**src/rtl/seq_det_pkg.sv**
```systemverilog
// Shared FSM encoding and default widths for the serial sequence detector slice.
package seq_det_pkg;

    localparam int DEF_DATA_W = 8;
    localparam int DEF_PAT_W  = 4;
    localparam int DEF_CNT_W  = 8;

    typedef enum logic [1:0] {
        IDLE  = 2'b00,
        SHIFT = 2'b01,
        DONE  = 2'b10
    } state_t;

endpackage

```
**src/rtl/seq_det_stream_ctrl_pattern_window_match.sv**
```systemverilog
// Bit-serial history window with fill tracking; flags a match on the bit that completes the pattern.
module pattern_window_match
    import seq_det_pkg::*;
#(
    parameter int PAT_W = DEF_PAT_W
) (
    input  logic             clk,
    input  logic             arstn,
    input  logic             bit_in,
    input  logic             bit_en,
    input  logic [PAT_W-1:0] pattern,
    input  logic             overlap_mode,
    input  logic             clear,
    output logic             match
);

    localparam int FILL_W = $clog2(PAT_W + 1);
    localparam logic [FILL_W-1:0] FILL_FULL = FILL_W'(PAT_W);

    logic [PAT_W-1:0]  window_reg;
    logic [PAT_W-1:0]  window_next;
    logic [FILL_W-1:0] fill_reg;
    logic [FILL_W-1:0] fill_next;

    // Oldest bit lives at the MSB so the window lines up directly with the pattern.
    assign window_next[0] = bit_in;
    generate
        for (genvar gi = 1; gi < PAT_W; gi++) begin : g_shift
            assign window_next[gi] = window_reg[gi-1];
        end
    endgenerate

    assign fill_next = (fill_reg == FILL_FULL) ? FILL_FULL : fill_reg + FILL_W'(1);
    assign match     = bit_en && (window_next == pattern) && (fill_next == FILL_FULL);

    always_ff @(posedge clk or negedge arstn) begin
        if (!arstn) begin
            window_reg <= '0;
            fill_reg   <= '0;
        end else if (clear) begin
            window_reg <= '0;
            fill_reg   <= '0;
        end else if (bit_en) begin
            window_reg <= window_next;
            // Non-overlapping detection restarts the fill so the next hit needs fresh bits.
            fill_reg   <= (match && !overlap_mode) ? '0 : fill_next;
        end
    end

endmodule

```
**src/rtl/seq_det_stream_ctrl.sv**
```systemverilog
// Word-to-bit serialiser feeding the pattern window, with saturating hit counter.
// Build option SEQ_DET_LSB_FIRST_EN serialises each word LSB first (default MSB first).
module seq_det_stream_ctrl
    import seq_det_pkg::*;
#(
    parameter int DATA_W = DEF_DATA_W,
    parameter int PAT_W  = DEF_PAT_W,
    parameter int CNT_W  = DEF_CNT_W
) (
    input  logic              clk,
    input  logic              arstn,
    input  logic              in_valid,
    output logic              in_ready,
    input  logic [DATA_W-1:0] in_data,
    input  logic [PAT_W-1:0]  pattern,
    input  logic              overlap_mode,
    input  logic              clear,
    output logic              busy,
    output logic              hit,
    output logic [CNT_W-1:0]  hit_count,
    output logic              done
);

    localparam int BC_W = (DATA_W > 1) ? $clog2(DATA_W) : 1;
    localparam logic [BC_W-1:0] BC_LAST = BC_W'(DATA_W - 1);

    state_t            state_reg;
    logic [DATA_W-1:0] word_reg;
    logic [BC_W-1:0]   bit_cnt_reg;
    logic [PAT_W-1:0]  pat_reg;
    logic              ovl_reg;
    logic              in_ready_reg;
    logic              busy_reg;
    logic              done_reg;
    logic              hit_reg;
    logic [CNT_W-1:0]  hit_count_reg;

    logic bit_en;
    logic bit_in;
    logic match;

    assign bit_en = (state_reg == SHIFT) && !clear;

`ifdef SEQ_DET_LSB_FIRST_EN
    assign bit_in = word_reg[BC_LAST - bit_cnt_reg];
`else
    assign bit_in = word_reg[bit_cnt_reg];
`endif

    pattern_window_match #(
        .PAT_W(PAT_W)
    ) u_match (
        .clk         (clk),
        .arstn       (arstn),
        .bit_in      (bit_in),
        .bit_en      (bit_en),
        .pattern     (pat_reg),
        .overlap_mode(ovl_reg),
        .clear       (clear),
        .match       (match)
    );

    always_ff @(posedge clk or negedge arstn) begin
        if (!arstn) begin
            state_reg     <= IDLE;
            word_reg      <= '0;
            bit_cnt_reg   <= '0;
            pat_reg       <= '0;
            ovl_reg       <= 1'b0;
            in_ready_reg  <= 1'b0;
            busy_reg      <= 1'b0;
            done_reg      <= 1'b0;
            hit_reg       <= 1'b0;
            hit_count_reg <= '0;
        end else if (clear) begin
            state_reg     <= IDLE;
            in_ready_reg  <= 1'b1;
            busy_reg      <= 1'b0;
            done_reg      <= 1'b0;
            hit_reg       <= 1'b0;
            hit_count_reg <= '0;
        end else begin
            hit_reg  <= match;
            done_reg <= 1'b0;
            if (match && (hit_count_reg != '1)) begin
                hit_count_reg <= hit_count_reg + CNT_W'(1);
            end
            case (state_reg)
                IDLE: begin
                    if (in_valid && in_ready_reg) begin
                        word_reg     <= in_data;
                        pat_reg      <= pattern;
                        ovl_reg      <= overlap_mode;
                        bit_cnt_reg  <= BC_LAST;
                        in_ready_reg <= 1'b0;
                        busy_reg     <= 1'b1;
                        state_reg    <= SHIFT;
                    end else begin
                        in_ready_reg <= 1'b1;
                    end
                end
                SHIFT: begin
                    bit_cnt_reg <= bit_cnt_reg - BC_W'(1);
                    if (bit_cnt_reg == '0) begin
                        busy_reg  <= 1'b0;
                        done_reg  <= 1'b1;
                        state_reg <= DONE;
                    end
                end
                DONE: begin
                    in_ready_reg <= 1'b1;
                    state_reg    <= IDLE;
                end
                default: begin
                    state_reg <= IDLE;
                end
            endcase
        end
    end

    assign in_ready  = in_ready_reg;
    assign busy      = busy_reg;
    assign done      = done_reg;
    assign hit       = hit_reg;
    assign hit_count = hit_count_reg;

endmodule

```
**config.mk**
```make
export PLATFORM = sky130hd
export DESIGN_NAME = seq_det_stream_ctrl
export DESIGN_NICKNAME = d
export VERILOG_FILES = /design/src/rtl/seq_det_pkg.sv /design/src/rtl/seq_det_stream_ctrl_pattern_window_match.sv /design/src/rtl/seq_det_stream_ctrl.sv
export SDC_FILE = /design/constraint.sdc
export NUM_CORES = 1
export LEC_CHECK = 0
export BUFFER_PORTS_ARGS = -buffer_cell sky130_fd_sc_hd__buf_2
export CAP_MARGIN = 5
export CORE_ASPECT_RATIO = 1.2
export CORE_MARGIN = 1
export CORE_UTILIZATION = 40
export DETAILED_ROUTE_END_ITERATION = 10
export PLACE_DENSITY_LB_ADDON = 0.15
export SLEW_MARGIN = 10
export SYNTH_ARGS = -nofsm -noshare
export SYNTH_HDL_FRONTEND = slang
export SYNTH_SLANG_ARGS = --single-unit
```
**constraint.sdc**
```tcl
create_clock -name clk -period 7 [get_ports clk]
set_input_delay 0.35 -clock clk [delete_from_list [all_inputs] [get_ports clk]]
set_output_delay 0.35 -clock clk [all_outputs]
set_load 0.01 [all_outputs]
```
==> flow_metrics.py <==
metrics = {
    "outcome": {
        "status": "finished clean",
    },
    "floorplan": {
        "die_area_um2": 4681,
        "die_w_um": 62.63,
        "core-area_um2": 4229,
        "std_cell_rows": 26,
        "initial_core_util_pct": 41.72,
        "ios": 29,
        "die_h_um": 74.75,
    },
    "worst_setup_path": {
        "crit_type": "reg2reg",
        "arrival_ns": 2.68,
        "cp-end-kind": "register",
        "ff2ff_path_depth": 7,
        "endpoint": "hit_count[4]$_DFFE_PN0P_",
        "reg2reg_to": "hit_count[4]$_DFFE_PN0P_",
        "r2r_start": "u_match.fill_reg[0]$_DFFE_PN0P_",
        "r2r_slack_ns": 4.53,
        "cp.required_ns": 7.21,
        "start_kind": "register",
        "path_max_fanout": 13,
        "crit_start": "u_match.fill_reg[0]$_DFFE_PN0P_",
    },
    "global_route": {
        "use_met1_pct": 18.59,
        "grt_pass1_wl_um": 5844,
        "antenna_found_initial": 0,
        "grt_max_degree": 37,
        "grt_util_met3_pct": 4.091,
        "grt.busiest_layer": "met2",
        "use_met2_pct": 29.95,
        "first_global_vias": 1252,
        "track_usage_pct": 16.54,
        "overflow": 0,
    },
    "route": {
        "viasPerCell": 5.218,
        "wl_per_cell_um": 14.06,
        "wl_um": 3416,
        "first_pass_iters": 4,
        "drt_iter0_drc": 81,
        "antenna_left": 0,
        "drt_drc_violations_left": 0,
        "vias": 1268,
    },
    "cells_and_area": {
        "n_antenna_cell": 0,
        "area_growth_pct": 15.46,
        "drive_gt1_share_pct": 27.27,
        "stdcell_count": 243,
        "final_nets": 208,
    },
    "placement": {
        "port_buffers": 28,
        "post-dp-hpwl_um": 2509,
        "dpl.cell_count": 235,
        "gp_congestion": 0.7898,
    },
    "timing": {
        "layout_min_cycle_time_ns": 2.471,
        "setup_violations": 0,
        "tightest_slew_ns": 1.051,
        "fmax_mhz": 404.6,
        "slew_violations": 0,
        "finalCritPeriodShare_pct": 35.31,
        "setup_tns_ns": 0,
        "slew_headroom_pct": 29.40,
        "fin_skew_ns": 0.006141,
        "rsz0062_at_grt": "no",
        "finalHoldViolations": 0,
    },
    "logic_synthesis": {
        "async_flop_share_pct": 100.0,
        "synth.distinct_cells": 37,
        "synth_flop_cell": "dfrtp_1",
        "synthTopCellsByCount": "36 x dfrtp_1, 16 x a21oi_1, 13 x nand2_1",
        "synth_area_leaders": "dfrtp_1 51%, mux2_2 6.4%, a21oi_1 4.5%, ha_1 3.5%, nand2_1 2.8%",
        "synth.area.mux_share_pct": 12.62,
        "ys_warn_count": 0,
        "synth_top_area_share_pct": 51.06,
        "netlist_area_um2": 1764,
        "netlist.top_cell.by_area": "dfrtp_1",
        "syn-instance-count": 158,
        "synth-edff-count": 0,
        "synth_top_family_by_area": "simple AND/OR/NAND/NOR gates",
        "synth_seq_cells": 36,
        "synth.most_common_cell": "dfrtp_1",
        "synth_compound_area_share_pct": 10.07,
        "synthAdderAreaFrac_pct": 3.546,
        "synthSimpleGateAreaFrac_pct": 17.66,
        "synthXorXnorAreaFrac_pct": 1.986,
        "syn_nets": 180,
        "synth.avg_cell_area_um2": 11.17,
        "seq_area_frac_synth_pct": 51.06,
    },
    "cts": {
        "hold_buffers": 0,
        "root_buffer": "clkbuf_8",
        "clockBufferDepth": 2,
        "numCtsBuffers": 5,
        "clk_pin_slew_ns": 0.07,
        "cts.htree.levels": 2,
        "clk_latency_ns": 0.28,
        "cts_setup_buffers": 0,
        "cts_tree": "yes",
        "cts_resized": 0,
        "cts.sinks": 36,
    },
    "power_and_ir_drop": {
        "vdd_ir_drop_max_mv": 0.1393,
        "p_per_area_nw_per_um2": 274.5,
        "p_leak_nw": 0.9062,
    },
    "job": {
        "drv_cap": 0,
    },
    "hold_path": {
        "hold_path_class": "in2async",
    },
}
-- cell families (layout without fill, tap and decap cells) --
logic type	after synthesis	count (layout)
adders and majority gates	5	5
DFF	36	36
and+or+nand+nor	51	51
AOI/OAI and AO/OA	30	30
muxes	18	18
buffers and inverters	14	43
xor gates and xnor gates	4	4
-- how the worst min path moves through the flow --
stage	slack (ns)	end	cells after the start	startpoint
5_1_grt	0.22	hit_count[5]$_DFFE_PN0P_	1	arstn
4_1_cts	0.18	hit_count[4]$_DFFE_PN0P_	1	arstn
2_1_floorplan	0.05	bit_cnt_reg[0]$_DFFE_PN0P_	0	arstn
3_3_place_gp	0.48	hit_count[5]$_DFFE_PN0P_	1	arstn
6_report	0.15	hit_count[5]$_DFFE_PN0P_	1	arstn
3_5_place_dp	0.49	hit_count[5]$_DFFE_PN0P_	1	arstn
-- placed cells by master (no fill, tap or decap), types with 2 or more instances in the layout --
cell type  instances
nand2_1           13
clkbuf_1           2
mux2_2            10
mux2_1             4
buf_2             28
a21oi_1           16
or4_1              6
nor2_1             5
nor3_1             4
nor2b_1            2
o21ai_0            4
xor2_1             3
mux2i_1            2
nand4_1            3
inv_1              7
nand2b_1           2
clkbuf_8           6
ha_1               5
dfrtp_1           36
or2b_1             2
nand3b_1           3
or3_1              3
mux4_2             2
o31ai_1            5
-- worst max-delay path, stage by stage (launching register included) --
cell	delay (ns)
dfrtp_1	0.41
inv_1	0.08
ha_1	0.16
a21oi_1	0.09
or3_1	0.40
nand4bb_1	0.48
or4_1	0.61
a21oi_1	0.17
-- per-stage QoR --
step	cell area, um2	setup slack (ns)	util, %	power, mW	hold WS, ns
final	2037	4.529	48.17	0.5592	0.1529
after CTS	2037	4.555	48.17	0.5670	0.1821
after global placement	1947	4.606	46.04	0.4066	0.4807
after floorplan	1764	4.778	-	0.3786	0.05441
after global routing	2037	4.360	48.17	0.5973	0.2159
after detailed placement	1947	4.545	46.04	0.4150	0.4915
-- layer usage --
metal  vias to the layer above  wire length (um)  share of wire (%)
met2                        31              1704                 50
met4                         0                64                1.9
li1                        622                 -                  -
met5                         -                 0                  0
met1                       608              1517                 44
met3                         7               129                3.8
-- report_power, final --
group	switching, mW	internal (mW)	leakage (nW)
clock network	0.0711	0.0803	0.0455
registers	0.0281	0.242	0.455
logic	0.0755	0.0621	0.406
total	0.175	0.384	0.906
-- layout make-up --
cell class              count  area (um2)
repair buffers             28       140.1
inverters                   7       26.28
flip-flops and latches     36       900.9
fillers                   407        2192
multi-input cells         108       809.5
clock buffers               8       90.09
well taps                  56       70.07
Note: power is estimated with default switching activity, not from simulation.
